[config.mk]
export PLATFORM = sky130hd
export DESIGN_NAME = pulse_meter
export DESIGN_NICKNAME = d
export VERILOG_FILES = /design/src/rtl/pulse_meter.sv
export SDC_FILE = /design/constraint.sdc
export NUM_CORES = 1
export LEC_CHECK = 0
export ABC_AREA = 1
export CORE_ASPECT_RATIO = 0.5
export CORE_MARGIN = 8
export CORE_UTILIZATION = 40
export DETAILED_ROUTE_END_ITERATION = 6
export GPL_TIMING_DRIVEN = 1
export PLACE_DENSITY_LB_ADDON = 0.2
export SETUP_SLACK_MARGIN = 0.05
export SLEW_MARGIN = 20
export SYNTH_ARGS = -nofsm -noshare
export SYNTH_HDL_FRONTEND = slang
export SYNTH_SLANG_ARGS = --single-unit
[constraint.sdc]
create_clock -name clk -period 4 [get_ports clk]
set_clock_uncertainty 0.05 [all_clocks]
set_input_delay 1 -clock clk [delete_from_list [all_inputs] [get_ports clk]]
set_output_delay 1 -clock clk [all_outputs]
set_load 0.005 [all_outputs]
[src/rtl/pulse_meter.sv]
// Pulse-train meter: measures period and high time of pulse_in in clk cycles and
// classifies the duty ratio as 1/2, 1/3, 1/4 or 1/7 with the generators' floor(period/k) rule.
module pulse_meter #(
  parameter int CNT_W       = 16,
  parameter int TIMEOUT_CYC = 50000,
  parameter int SYNC_STAGES = 2
) (
  input  logic             clk,
  input  logic             rst_n,
  input  logic             enable,
  input  logic             pulse_in,
  output logic [CNT_W-1:0] period,
  output logic [CNT_W-1:0] high_time,
  output logic [1:0]       duty_mode,
  output logic             duty_match,
  output logic             meas_valid,
  output logic             timeout,
  output logic             busy
);
  localparam int PW = CNT_W + 3;
  localparam logic [CNT_W-1:0] TIMEOUT_VAL = CNT_W'(TIMEOUT_CYC);

  typedef enum logic [1:0] {IDLE, ARM, HIGH, LOW} state_e;

  state_e                 state_q, state_d;
  logic [SYNC_STAGES-1:0] sync_q;
  logic                   s_d_q;
  logic [CNT_W-1:0]       cnt_q, cnt_d;
  logic [CNT_W-1:0]       high_lat_q, high_lat_d;
  logic [CNT_W-1:0]       period_q, period_d;
  logic [CNT_W-1:0]       high_time_q, high_time_d;
  logic [1:0]             duty_mode_q, duty_mode_d;
  logic                   duty_match_q, duty_match_d;
  logic                   meas_valid_q, meas_valid_d;
  logic                   timeout_q, timeout_d;
  logic                   s, rise, fall, at_limit;
  logic [1:0]             cls_mode;
  logic                   cls_match;
  logic [PW-1:0]          p_ext, h_ext;

  assign s        = sync_q[SYNC_STAGES-1];
  assign rise     = s & ~s_d_q;
  assign fall     = ~s & s_d_q;
  assign at_limit = (cnt_q == TIMEOUT_VAL);

  // Synchronizer and edge history run in every state so a level already high at enable is no rise.
  always_ff @(posedge clk or negedge rst_n) begin
    if (!rst_n) begin
      sync_q <= '0;
      s_d_q  <= 1'b0;
    end else begin
      sync_q <= {sync_q[SYNC_STAGES-2:0], pulse_in};
      s_d_q  <= s;
    end
  end

  function automatic logic fits(input logic [PW-1:0] p, input logic [PW-1:0] kh,
                                input logic [PW-1:0] slack);
    return (p >= kh) && ((p - kh) <= slack);
  endfunction

  // Candidate classification of the period that ends now; first match in 1/2,1/3,1/4,1/7 order.
  always_comb begin
    p_ext     = PW'(cnt_q);
    h_ext     = PW'(high_lat_q);
    cls_match = 1'b1;
    cls_mode  = 2'b00;
    if (fits(p_ext, h_ext << 1, PW'(1)))                  cls_mode = 2'b00;
    else if (fits(p_ext, (h_ext << 1) + h_ext, PW'(2)))   cls_mode = 2'b01;
    else if (fits(p_ext, h_ext << 2, PW'(3)))             cls_mode = 2'b10;
    else if (fits(p_ext, (h_ext << 3) - h_ext, PW'(6)))   cls_mode = 2'b11;
    else                                                  cls_match = 1'b0;
  end

  // NOTE: every _d is first given its hold value, so no branch can leave one unassigned and infer a latch.
  always_comb begin
    state_d      = state_q;
    cnt_d        = cnt_q;
    high_lat_d   = high_lat_q;
    period_d     = period_q;
    high_time_d  = high_time_q;
    duty_mode_d  = duty_mode_q;
    duty_match_d = duty_match_q;
    meas_valid_d = 1'b0;
    timeout_d    = timeout_q;
    if (!enable) begin
      state_d   = IDLE;
      cnt_d     = '0;
      timeout_d = 1'b0;
    end else begin
      unique case (state_q)
        IDLE: begin
          state_d = ARM;
          cnt_d   = '0;
        end
        ARM: begin
          if (rise) begin
            state_d = HIGH;
            cnt_d   = CNT_W'(1);
          end else if (at_limit) begin
            cnt_d     = '0;
            timeout_d = 1'b1;
          end else begin
            cnt_d = cnt_q + 1'b1;
          end
        end
        HIGH: begin
          // Timeout is checked before the fall so cnt can never step past the limit.
          if (at_limit) begin
            state_d   = ARM;
            cnt_d     = '0;
            timeout_d = 1'b1;
          end else begin
            cnt_d = cnt_q + 1'b1;
            if (fall) begin
              high_lat_d = cnt_q;
              state_d    = LOW;
            end
          end
        end
        LOW: begin
          if (rise) begin
            period_d     = cnt_q;
            high_time_d  = high_lat_q;
            duty_mode_d  = cls_mode;
            duty_match_d = cls_match;
            meas_valid_d = 1'b1;
            timeout_d    = 1'b0;
            cnt_d        = CNT_W'(1);
            state_d      = HIGH;
          end else if (at_limit) begin
            state_d   = ARM;
            cnt_d     = '0;
            timeout_d = 1'b1;
          end else begin
            cnt_d = cnt_q + 1'b1;
          end
        end
        default: state_d = IDLE;
      endcase
    end
  end

  // NOTE: sequential state uses <= so every flop samples pre-edge values whatever the block order.
  always_ff @(posedge clk or negedge rst_n) begin
    if (!rst_n) begin
      state_q      <= IDLE;
      cnt_q        <= '0;
      high_lat_q   <= '0;
      period_q     <= '0;
      high_time_q  <= '0;
      duty_mode_q  <= 2'b00;
      duty_match_q <= 1'b0;
      meas_valid_q <= 1'b0;
      timeout_q    <= 1'b0;
    end else begin
      state_q      <= state_d;
      cnt_q        <= cnt_d;
      high_lat_q   <= high_lat_d;
      period_q     <= period_d;
      high_time_q  <= high_time_d;
      duty_mode_q  <= duty_mode_d;
      duty_match_q <= duty_match_d;
      meas_valid_q <= meas_valid_d;
      timeout_q    <= timeout_d;
    end
  end

  assign period     = period_q;
  assign high_time  = high_time_q;
  assign duty_mode  = duty_mode_q;
  assign duty_match = duty_match_q;
  assign meas_valid = meas_valid_q;
  assign timeout    = timeout_q;
  assign busy       = (state_q == HIGH) || (state_q == LOW);
endmodule

# Word-level counts from Yosys, hierarchy flattened
# Index checks and enable logic that the tools add are counted.
[classes] add_sub_neg=7 magnitude_cmp=8 n_eq_ne=9 mux=27 bitwise=5 n_reduce_logical=11
[ops] operator="16-bit two-way mux" n=3
[ops] operator="16-bit case mux with 3 select lines" n=1
[ops] operator="19-bit by 2-bit <= comparator with 1-bit output (second input constant)" n=2
[ops] operator="16-bit by 18-bit subtractor with 19-bit output" n=2
[ops] operator="16-bit by 18-bit >= comparator with 1-bit output" n=2
[ops] operator="2-bit two-way mux" n=10
[ops] operator="16-bit by 19-bit >= comparator with 1-bit output" n=1
[ops] operator="19-bit by 1-bit <= comparator with 1-bit output (second input constant)" n=1
[ops] operator="19-bit by 3-bit <= comparator with 1-bit output (second input constant)" n=1
[ops] operator="16-bit by 19-bit subtractor with 19-bit output" n=1
[ops] operator="19-bit by 16-bit subtractor with 19-bit output" n=1
[ops] operator="17-bit by 16-bit adder with 18-bit output" n=1
[ops] operator="16-bit by 17-bit subtractor with 18-bit output" n=1
[ops] operator="16-bit by 17-bit >= comparator with 1-bit output" n=1
[ops] operator="16-bit by 1-bit adder with 16-bit output (second input constant)" n=1
[ops] operator="16-bit equality test (second input constant)" n=1
[ops] operator="1-bit two-way mux" n=11
[ops] operator="4-bit inequality test (second input constant)" n=2
[ops] operator="2-bit case mux with 4 select lines" n=1
[ops] operator="3-bit inequality test (second input constant)" n=2
[ops] operator="3-bit AND reduction" n=2
[ops] operator="2-bit equality test (second input constant)" n=2
[ops] operator="1-bit logical AND" n=4
[ops] operator="4-bit by 1-bit inequality test with 1-bit output (second input constant)" n=1
[ops] operator="other kinds (9)" n=12
[word_totals] ff_bits=74 input_bits=4 word_cells=78

# Longest topological paths before layout
# Gate-level depths: netlist (run 1).
[depth] ltp_word=8 depth_mapped=26

# Least setup slack after synthesis (run 1)
# Ideal clock, no wire load.
[synth_timing] path_type="reg2reg" start="register high_lat_q[1]" end="register duty_mode_q[1] (netlist: duty_mode[1])" t_arrival_ns=3.201 t_required_ns=3.833 path_slack_ns=0.632 stages_incl_launch_ff=26 path_cell_list="dfrtp_1 inv_1 ha_1 nand3_1 nand2_1 nand4_1 nand3_1 nand3_1 o21bai_1 a31oi_1 xor2_1 ha_1 nand2_1 nor2_1 and2_1 nand2_1 nand2_1 nand3_1 nor2_1 nand2_1 nor2_1 nand3_1 nor2_1 nor2_1 nand3_1 nand2_1"
[synth_between] elab_chain_cells=8 word_cells_on_any_way=22 classes_between="6 x add/sub; 8 x order compare; 4 x mux; 4 x reduce/logical"
[synth_lines] element="start, declared" line="29" source="logic [CNT_W-1:0] high_lat_q, high_lat_d;"
[synth_lines] element="start signal, assigned" line="159" source="high_lat_q <= high_lat_d;"
[synth_lines] element="19-bit by 16-bit subtractor with 19-bit output" line="71" source="else if (fits(p_ext, (h_ext << 3) - h_ext, PW'(6))) cls_mode = 2'b11;"
[synth_lines] element="16-bit by 19-bit subtractor with 19-bit output" line="59" source="return (p >= kh) && ((p - kh) <= slack);"
[synth_lines] element="19-bit by 3-bit <= comparator with 1-bit output" line="59"
[synth_lines] element="1-bit logical AND" line="59"
[synth_lines] element="2-bit two-way mux" line="71"
[synth_lines] element="2-bit two-way mux" line="70" source="else if (fits(p_ext, h_ext << 2, PW'(3))) cls_mode = 2'b10;"
[synth_lines] element="2-bit two-way mux" line="69" source="else if (fits(p_ext, (h_ext << 1) + h_ext, PW'(2))) cls_mode = 2'b01;"
[synth_lines] element="2-bit two-way mux *" line="68" source="if (fits(p_ext, h_ext << 1, PW'(1))) cls_mode = 2'b00;"
[synth_lines] element="end signal, assigned" line="162" source="duty_mode_q <= duty_mode_d;"
[synth_lines] element="end, declared" line="32" source="logic [1:0] duty_mode_q, duty_mode_d;"
# Mark *: on every way between the ends. The rest lies on a longest branch, timed or not.
# A chain may end at the register's enable or synchronous reset.

# Final worst setup path (run 1)
[layout_timing] start="register high_lat_q[2]" end="register duty_match_q (netlist: duty_match)"
[layout_between] elab_chain_cells=8 word_cells_on_any_way=22 classes_between="6 x add/sub; 8 x order compare; 4 x mux; 4 x reduce/logical"
[layout_lines] element="19-bit by 16-bit subtractor with 19-bit output" line="71"
[layout_lines] element="16-bit by 19-bit subtractor with 19-bit output" line="59"
[layout_lines] element="19-bit by 3-bit <= comparator with 1-bit output" line="59"
[layout_lines] element="1-bit logical AND" line="59"
[layout_lines] element="1-bit two-way mux" line="71"
[layout_lines] element="1-bit two-way mux" line="70"
[layout_lines] element="1-bit two-way mux" line="69"
[layout_lines] element="1-bit two-way mux *" line="68"
[layout_lines] element="end signal, assigned" line="163" source="duty_match_q <= duty_match_d;"
[layout_lines] element="end, declared" line="33" source="logic duty_match_q, duty_match_d;"
# Marks and branches as above.

==> metrics.md, run 1 <==
| Metric | Value |
|---|---|
| Die Area | `approximately 0.026 mm^2` |
| Largest net degree at the start of global routing | `between 70 and 80` |
| LEAKAGE | `approximately 5.3 nW` |
| # rows | `37` |
| Fmax achieved | `~0.27 GHz` |
| Crit path DAT | `about 4 ns` |
| Vias in the first global route | `roughly 8000` |
| CP max stage delay | `0.48 ns` |
| Via count | `approximately 9000` |
| Status | `completed` |
| Synth Flop Type | `dfrtp_1` |
| First-iteration detailed-routing DRC count | `roughly 760` |
| Period utilization | `between 90 and 100%` |
| Max VDD drop | `between 200 and 250 uV` |
| Max-slew violations | `0` |
| Die Span Y | `about 120 um` |
| Post-synth EDFFs | `0` |
| Layout Utilization | `a little under half` |
| GRT overflow | `0` |
| Routability congestion estimate | `between 0.9 and 1` |
| CP Max Fanout | `7` |
| Clock sink count | `74` |
| Cell count after synthesis | `between 1000 and 1500` |
| CP max-delay cell | `dfrtp_2` |
| Crit path launch | `high_lat_q[2]$_DFFE_PN0P_` |
| Initial antenna violation count | `1` |
| Sw Share | `between 40% and 50%` |
| Diode count | `0` |
| Post-synthesis sequential area ratio | `between 20 and 25%` |
| Clock Pin Slew Worst Setup and Hold Paths | `around 0.06 ns` |
| DRC viols | `0` |
| RR Endpoint | `duty_match$_DFFE_PN0P_` |
| Vias per cell | `5.28` |
| Layout cell share with drive strength beyond 1 | `just under 7%` |
| Cts bufs inserted | `9` |
| Placed cell area | `about 0.009 mm^2` |
| Final setup viols | `0` |
| Clock buffer depth | `2` |
| Setup crit end | `duty_match$_DFFE_PN0P_` |
| Design area | `approximately 0.0097 mm^2` |
| Post-DP HPWL | `between 20 and 25 mm` |
| Synth Net Count | `between 1000 and 1500` |
| Commonest cells post-synth | `nand2_1 (421), inv_1 (179), nor2_1 (127)` |
| CP required | `roughly 4.2 ns` |
| Clock power share | `about a quarter` |
| CP endpoint kind | `flip-flop` |
| Antenna viol nets, final | `0` |
| Htree depth | `3` |
| Min Hold Slack | `between 0.3 and 0.4 ns` |
| Comb pwr share | `between 50% and 60%` |
| Hold Crit Class | `reg2reg` |
| Most used cell, CP | `nand2_1` |
| Reg2reg setup slack | `approximately 0.24 ns` |
| Initial core utilization | `40.6%` |
| Mean post-synth cell area | `about 6.3 um^2` |
| First-pass GRT wire length | `42.9 mm` |
| Port bufs | `just over 40` |
| Min cycle time layout | `~3.8 ns` |
| Critical path startpoint category | `flip-flop` |
| Synth Warn # | `0` |
| Post-place setup slack | `-0.0309 ns` |
| Total Routed Length | `approximately 27 mm` |
| Worst-margin pin slew | `about 0.95 ns` |
| Worst reg2reg path depth | `25` |
| # IOs | `42` |
| Synth cell types | `between 40 and 50` |
| Top cell type's share of synthesized area | `approximately 22%` |
| DR WL/cell | `between 15 and 20 um` |
| Sequential Power Share | `23.9%` |
| Count leader, synth | `nand2_1` |
| NetSw | `between 1 and 1.5 mW` |
| Pre-antenna DRT Iters | `5` |
| Post-synthesis cell area | `between 0.008 and 0.009 mm^2` |
| Cts hold-fix bufs | `0` |
| Synth area leader | `dfrtp_1` |
| CTS tree | `built` |
| # nets final | `1494` |
| Fin. Hold Viols | `0` |
| Clk Latency, worst-skew pair | `roughly 0.34 ns` |
| Clock root cell | `clkbuf_16` |
| Worst relative slew slack | `between 30% and 40%` |
| Max_cap viols | `0` |
| RSZ-0062 raised after global routing | `no` |
| Yosys reg bits | `74` |
| Core ar. | `0.0205 mm^2` |
| Die W | `220 um` |
| Ys async rst share | `between 90% and 100%` |
| Hold path startpoint | `sync_q[0]$_DFF_PN0_` |
| Setup CP Type | `reg2reg` |
| Tot GR Track Use | `between 20% and 30%` |
| Int Power | `1.87 mW` |
| Area delta synth->final | `16.2%` |
| Setup ws final | `~0.24 ns` |
| Synth area leaders | `dfrtp_1 (22%), nand2_1 (19%), ha_1 (14%)` |
| Power density over the cells | `342 mW/mm^2` |
| Worst r2r src | `high_lat_q[2]$_DFFE_PN0P_` |
[registers in the layout, indices dropped and copies added, names as in the netlist]
signal      cells
high_time      16
state_q         2
s_d_q           1
period         16
high_lat_q     16
sync_q          2
meas_valid      1
cnt_q          16
duty_mode       2
timeout         1
duty_match      1
[layout by cell type (no fill, tap or decap), types with 27 or more instances in the layout]
master,Yosys,routed
nand2_1,421,417
inv_1,179,178
nor2_1,127,120
nand3_1,101,99
ha_1,94,90
a21oi_1,76,72
o21ai_0,68,67
dfrtp_1,74,67
clkdlybuf4s50_1,0,40
buf_4,0,33
nand4_1,27,27
[timing repair]
action | in CTS | in global routing
resized for setup | 2 | 33
pin swaps | 0 | 14
setup buffers | 0 | 13
cloned | 0 | 0
endpoints found under the setup margin | 3 | 3
[metrics by stage]
stage	cells	total power [mW]	setup TNS, ns
finish	1670	3.31	0
global route	1670	3.59	0
CTS	1657	3.28	0
detailed placement	1641	2.43	-0.0582
global placement	1641	2.42	0
floorplan	1322	2.06	0
[layout make-up]
cell class,count,area [um^2]
fillers,2129,10800
flip-flops and latches,74,1860
well taps,273,342
multi-input cells,1053,5860
inverters,181,679
clock buffers,9,225
repair buffers,73,648
clock inverters,7,76.3
[worst min path at each step]
stage                     depth (start not counted)             endpoint
after CTS                                         0  sync_q[1]$_DFF_PN0_
after floorplan                                   0  sync_q[1]$_DFF_PN0_
after global routing                              0  sync_q[1]$_DFF_PN0_
after global placement                            0  sync_q[1]$_DFF_PN0_
after detailed placement                          0  sync_q[1]$_DFF_PN0_
final                                             0  sync_q[1]$_DFF_PN0_
[logic make-up after synthesis]
logic type               Yosys count  synth area share (%)
adder cells (fa/ha/maj)           98                  15.1
buffers and inverters            195                  8.83
AND/OR/NAND/NOR                  724                  36.9
XOR/XNOR                          47                  4.94
flip-flops                        74                  22.2
AO/OA/AOI/OAI                    184                  12.1
[worst max-delay path: cells and delay by family (launching register included)]
kind / cells / cell delay (ns)
buffers and inverters: 3 / 0.32
flip-flops: 1 / 0.48
AND/OR/NAND/NOR: 16 / 1.75
adder cells (fa/ha/maj): 2 / 0.40
XOR/XNOR: 1 / 0.28
AO/OA/AOI/OAI: 3 / 0.42
[power by group through the flow]
stage                     sequential, mW  clock [mW]  combinational, mW
after detailed placement           0.808           0               1.63
final                              0.792       0.835               1.68
after global placement             0.807           0               1.61
after global routing               0.795       0.875               1.92
after floorplan                    0.799           0               1.26
after CTS                          0.795       0.846               1.64
[layer usage]
metal | global-route usage (%) | part of all wire (%) | vias to the layer above
li1 | - | - | 4457
met1 | 31.3 | 50 | 4007
met2 | 29.9 | 40 | 308
met3 | 2.36 | 7.7 | 37
met4 | 5.47 | 1.8 | 2
met5 | 0 | 0.048 | -
(Power assumes the default switching activity.)
==> run 2: changes to the inputs <==
Settings changed: CAP_MARGIN set to 25.
==> run 2 against run 1 <==
Effect of this change: critical path depth unchanged; routed wire length up 0.11%; via count up 0.39%; setup slack improved by 0.012 ns; combinational power barely moved; first-iteration DRC count grew 5.3%; die area unchanged; final area is 0.28% higher; sequential power is essentially flat; cell count is essentially flat; flip-flop and latch count stayed put.
==> metrics.md, run 2 (same netlist as run 1, synthesis figures left out) <==
| Metric | Value |
|---|---|
| Status | `completed` |
| Max-slew violations | `0 (unchanged)` |
| Period utilization | `93.6% (-0.30 points)` |
| DR WL/cell | `16.3 um (about the same)` |
| Placed cell area | `0.00917 mm^2 (unchanged)` |
| LEAKAGE | `5.34 nW (+0.24%)` |
| CP endpoint kind | `flip-flop` |
| Max_cap viols | `0 (unchanged)` |
| Routability congestion estimate | `0.943 (unchanged)` |
| CP max stage delay | `0.48 ns (about the same)` |
| Vias per cell | `5.29 (+0.33%)` |
| GRT overflow | `0 (unchanged)` |
| Commonest non-fill, non-tap cells in the layout | `nand2_1 (417), inv_1 (178), nor2_1 (120)` |
| Area delta synth->final | `16.6%` |
| CP max-delay cell | `dfrtp_2` |
| Largest net degree at the start of global routing | `75 (unchanged)` |
| Final setup viols | `0 (unchanged)` |
| Overall power | `3.31 mW (about the same)` |
| Power density over the cells | `341 mW/mm^2 (-0.21%)` |
| Clock sink count | `74 (unchanged)` |
| Initial core utilization | `40.6% (unchanged)` |
| Die Span Y | `118 um (unchanged)` |
| Clock root cell | `clkbuf_16` |
| Hold Crit Class | `reg2reg` |
| Cts bufs inserted | `9 (unchanged)` |
| Worst-margin pin slew | `0.721 ns (-0.227 ns)` |
| Die W | `220 um (unchanged)` |
| Clk Latency, worst-skew pair | `0.34 ns (about the same)` |
| Cts hold-fix bufs | `0 (unchanged)` |
| Setup tns final | `0 ns (unchanged)` |
| Crit path DAT | `3.96 ns (about the same)` |
| Htree depth | `3 (unchanged)` |
| Pre-antenna DRT Iters | `5 (unchanged)` |
| Max VDD drop | `242 uV (-0.24%)` |
| # IOs | `42 (unchanged)` |
| Min Hold Slack | `0.305 ns (-0.000177 ns)` |
| Fmax achieved | `0.267 GHz (+0.32%)` |
| Core ar. | `0.0205 mm^2 (unchanged)` |
| Layout Utilization | `47.4% (+0.13 points)` |
| Worst relative slew slack | `51.9% (+15 points)` |
| Most common cell after layout, fill and taps aside | `nand2_1` |
| Port bufs | `41 (unchanged)` |
| # nets final | `1495 (+0.067%)` |
| Fin. Hold Viols | `0 (unchanged)` |
| Clock buffer depth | `2 (unchanged)` |
| Fillers | `2124 (-0.23%)` |
| First-iteration detailed-routing DRC count | `795 (+5.3%)` |
| Design area | `0.00972 mm^2 (+0.28%)` |
| Clock Pin Slew Worst Setup and Hold Paths | `0.06 ns (about the same)` |
| Initial antenna violation count | `1 (unchanged)` |
| RSZ-0062 raised after global routing | `no` |
| # rows | `37 (unchanged)` |
| Min cycle time layout | `3.74 ns (-0.0118 ns)` |
| Vias in the first global route | `8086 (unchanged)` |
| Tot GR Track Use | `20.6% (unchanged)` |
| Antenna viol nets, final | `0 (unchanged)` |
| CTS tree | `built` |
| Diode count | `0 (unchanged)` |
| Post-DP HPWL | `21.4 mm (unchanged)` |
| Most used cell, CP | `nand2_1` |
| CP required | `4.22 ns (about the same)` |
| DRC viols | `0 (unchanged)` |
| First-pass GRT wire length | `42.9 mm (unchanged)` |
| Critical path startpoint category | `flip-flop` |
| CP Max Fanout | `7 (unchanged)` |
| Total Routed Length | `27.3 mm (+0.11%)` |
| Layout cell share with drive strength beyond 1 | `6.94% (+0.067 points)` |
| Setup CP Type | `reg2reg` |
| Die Area | `0.0260 mm^2 (unchanged)` |
| Via count | `8845 (+0.39%)` |
-- run 2: cell types whose count changed in the layout (fill, tap and decap cells not counted), sizes merged --
| cell | before | now |
|---|---|---|
| buf | 33 | 34 |
-- run 2: worst paths after layout --
path | slack (ns) | cells past startpoint | startpoint | to
max | 0.26 | 25 | high_lat_q[2]$_DFFE_PN0P_ | duty_match$_DFFE_PN0P_
min | 0.30 | 0 | sync_q[0]$_DFF_PN0_ | sync_q[1]$_DFF_PN0_
max reg2reg | 0.26 | 25 | high_lat_q[2]$_DFFE_PN0P_ | duty_match$_DFFE_PN0P_
min reg2reg | 0.30 | 0 | sync_q[0]$_DFF_PN0_ | sync_q[1]$_DFF_PN0_
max in group asynchronous | 2.84 | 2 | rst_n | high_lat_q[3]$_DFFE_PN0P_
min in group asynchronous | 0.47 | 1 | rst_n | sync_q[0]$_DFF_PN0_
-- run 2: worst max-delay path: cells and delay by family, from the launching register on --
kind | cells | cell delay (ns)
simple gates | 16 | 1.73
fa+ha+maj | 2 | 0.40
xor+xnor | 1 | 0.28
buf+inv | 3 | 0.32
compound gates | 3 | 0.42
flops | 1 | 0.48
-- run 2: cell type report --
class	instances	area, um^2	area share, %
Clock buffer	9	225	2.32
Clock inverter	7	76.3	0.786
Sequential cell	74	1860	19.1
Timing Repair Buffer	74	676	6.95
Inverter	181	679	6.99
Multi-Input combinational cell	1053	5860	60.3
Tap cell	273	342	3.52
-- run 2: what timing repair did --
| item | CTS | global route |
|---|---|---|
| setup buffers | 0 | 13 |
| endpoints found under the setup margin | 3 | 3 |
| pin swaps | 0 | 14 |
| gates cloned | 0 | 0 |
| gates resized for setup | 2 | 33 |
-- run 2: report_power, final --
group,internal (mW),switching [mW]
Combinational,0.617,1.07
Sequential,0.769,0.0226
Clock,0.488,0.348
Total,1.87,1.44
-- run 2: per-layer routing --
metal  GRT usage (%)  wire (um)  up-vias  share of wire, %
li1                -          -     4452                 -
met1            31.3      13600     4043                50
met2            29.9      11100      301                41
met3            2.36       2060       47               7.5
met4            5.47        520        2               1.9
met5               0         13        -             0.048
-- run 2: per-stage QoR --
step,std cells,setup slack (ns)
5_1_grt,1671,0.00950
3_5_place_dp,1641,-0.0309
2_1_floorplan,1322,0.632
3_3_place_gp,1641,0.00526
4_1_cts,1657,0.0915
6_report,1671,0.255
==> run 3: changes to the inputs <==
Clock period 4 ns to 4.55 ns, I/O delays scaled along.
==> run 3 against run 2 <==
Effect of this change: cell count fell by 1.4%; routed wire length fell by 1.1%; critical path depth did not move; flip-flop and latch count did not move; combinational power fell by 13%; total power fell by 9.9%; first-iteration DRC count fell by 10%; highest routed layer is now met4; setup slack improved by 0.38 ns; worst hold slack got worse by 0.00089 ns; fmax fell by 4.4%.
==> metrics.md, run 3 (same netlist as run 1, synthesis figures left out) <==
| Metric | Value |
|---|---|
| Status | `completed` |
| Critical path startpoint category | `flip-flop` |
| Dpl cells | `1631 (-0.61%)` |
| Fmax achieved | `0.255 GHz (-4.4%)` |
| Clk Latency, worst-skew pair | `0.35 ns (about the same)` |
| Layout Utilization | `46.1% (-1.3 points)` |
| Overall power | `2.98 mW (-9.9%)` |
| Setup CP Type | `reg2reg` |
| GRT overflow | `0 (unchanged)` |
| Period utilization | `86.1% (-7.5 points)` |
| Die Span Y | `118 um (unchanged)` |
| CP endpoint kind | `flip-flop` |
| Diode count | `0 (unchanged)` |
| CP required | `4.78 ns (+0.56 ns)` |
| Post-CTS Setup Bufs | `0 (unchanged)` |
| Clock Pin Slew Worst Setup and Hold Paths | `0.07 ns (about the same)` |
| Met3 routed WL | `1.90 mm (-7.8%)` |
| Vias per cell | `5.26 (-0.54%)` |
| Clock sink count | `74 (unchanged)` |
| CP max stage delay | `0.51 ns (+0.03 ns)` |
| Die W | `220 um (unchanged)` |
| Buf/Inv on CP | `3 (unchanged)` |
| Initial core utilization | `40.6% (unchanged)` |
| Htree depth | `3 (unchanged)` |
| Max VDD drop | `182 uV (-25%)` |
| Pre-antenna DRT Iters | `5 (unchanged)` |
| Most common cell after layout, fill and taps aside | `nand2_1` |
| Layout cell share with drive strength beyond 1 | `3.13% (-3.8 points)` |
| WL met2 | `10.8 mm (-2.3%)` |
| Die Area | `0.0260 mm^2 (unchanged)` |
| Fin. Hold Viols | `0 (unchanged)` |
| First-pass GRT wire length | `42.7 mm (-0.38%)` |
| First-iteration detailed-routing DRC count | `713 (-10%)` |
| DRC viols | `0 (unchanged)` |
| Cts hold-fix bufs | `0 (unchanged)` |
| Tot GR Track Use | `20.7% (+0.17 points)` |
| Crit path launch | `high_lat_q[1]$_DFFE_PN0P_` |
| # IOs | `42 (unchanged)` |
| Port bufs | `41 (unchanged)` |
| CTS tree | `built` |
| Max_cap viols | `0 (unchanged)` |
| Top Metal Used | `met4` |
| Clock root cell | `clkbuf_16` |
| Crit path DAT | `4.15 ns (+0.19 ns)` |
| Setup tns final | `0 ns (unchanged)` |
| Worst r2r src | `high_lat_q[1]$_DFFE_PN0P_` |
| Placed cell area | `0.00909 mm^2 (-0.82%)` |
| Post-cts resize count | `0 (-2)` |
| Power density over the cells | `315 mW/mm^2 (-7.5%)` |
| Initial antenna violation count | `0 (-1)` |
| CP max-delay cell | `dfrtp_1` |
| Clock buffer depth | `2 (unchanged)` |
| Antenna viol nets, final | `0 (unchanged)` |
| CP top delay family | `simple AND/OR/NAND/NOR gates` |
| Largest net degree at the start of global routing | `75 (unchanged)` |
| Setup ws final | `0.631 ns (+0.376 ns)` |
| Commonest non-fill, non-tap cells in the layout | `nand2_1 (421), inv_1 (178), nor2_1 (127)` |
| Via count | `8676 (-1.9%)` |
| Post-place setup slack | `0.673 ns (+0.704 ns)` |
| Design area | `0.00946 mm^2 (-2.6%)` |
| DR WL/cell | `16.4 um (+0.28%)` |
| Routed met1 length | `13.4 mm (-1.4%)` |
| CP Max Fanout | `7 (unchanged)` |
| Worst-margin pin slew | `0.680 ns (-0.0415 ns)` |
| Most used cell, CP | `nand2_1` |
| Final setup viols | `0 (unchanged)` |
| Area delta synth->final | `13.5%` |
| # nets final | `1472 (-1.5%)` |
| RSZ-0062 raised after global routing | `no` |
| LEAKAGE | `5.25 nW (-1.5%)` |
| Post-DP HPWL | `21.3 mm (-0.12%)` |
| Min cycle time layout | `3.92 ns (+0.174 ns)` |
| Hold Crit Class | `reg2reg` |
| Min Hold Slack | `0.304 ns (-0.000887 ns)` |
| Total Routed Length | `27.0 mm (-1.1%)` |
| Vias in the first global route | `8077 (-0.11%)` |
| Max-slew violations | `0 (unchanged)` |
| Hold path startpoint | `sync_q[0]$_DFF_PN0_` |
| Worst relative slew slack | `54.5% (+2.6 points)` |
| Cts bufs inserted | `9 (unchanged)` |
| Final std cells w/o fill | `1648 (-1.4%)` |
| Routability congestion estimate | `0.926 (-1.8%)` |
| # rows | `37 (unchanged)` |
| Core ar. | `0.0205 mm^2 (unchanged)` |
run 3: changes by cell type in the layout (fill, tap and decap cells not counted), moves of 3 or more:
cell and change:
ha_4 -3, ha_1 +4, a21oi_1 +4, nand2_1 +4, dfrtp_1 +7, dfrtp_2 -7, nor2_1 +7, nor2_2 -7
buf_4 -23, nand2_2 -4, a21oi_2 -3
run 3: area by class of cell:
cell class              count  area (um^2)
fillers                  2129        11000
multi-input cells        1053         5750
flip-flops and latches     74         1850
inverters                 181          679
repair buffers             51          503
well taps                 273          342
clock buffers              10          239
clock inverters             6         97.6
run 3: final timing paths:
kind | end | slack, ns | cells past startpoint
hold reg to reg | sync_q[1]$_DFF_PN0_ | 0.30 | 0
max in group asynchronous | cnt_q[6]$_DFF_PN0_ | 3.27 | 2
hold / removal | sync_q[1]$_DFF_PN0_ | 0.30 | 0
setup reg to reg | duty_match$_DFFE_PN0P_ | 0.63 | 25
setup / recovery | duty_match$_DFFE_PN0P_ | 0.63 | 25
min in group asynchronous | high_time[6]$_DFFE_PN0P_ | 0.61 | 1
run 3: where the power goes:
part / total, mW / switching (mW) / leakage (nW) / internal, mW
sequential: 0.700 / 0.0242 / 1.02 / 0.676
clock: 0.814 / 0.311 / 0.165 / 0.503
combinational: 1.47 / 0.939 / 4.07 / 0.530
run 3: worst register-to-register path: stages, from the launching register on:
cell and delay, ns:
dfrtp_1 0.51, inv_1 0.23, ha_1 0.33, nand3_1 0.07
nand2_1 0.13, nand4_1 0.09, nand3_1 0.14, nand3_1 0.11
o21bai_1 0.21, a31oi_1 0.13, xor2_1 0.16, ha_1 0.39
nand2_1 0.10, inv_1 0.09, nand2_1 0.07, nor3_1 0.13
nand2_1 0.11, nand3_1 0.09, nand2_1 0.05, nor2_1 0.15
nand2_1 0.09, inv_1 0.06, nand4_1 0.12, nand3_1 0.10
nor2_1 0.04, nor2_1 0.09
run 3: per-layer routing:
metal,GRT usage [%],vias up
met4,6.89,0
met1,30.3,3987
met5,0,-
met2,30.0,243
met3,3.77,47
li1,-,4399
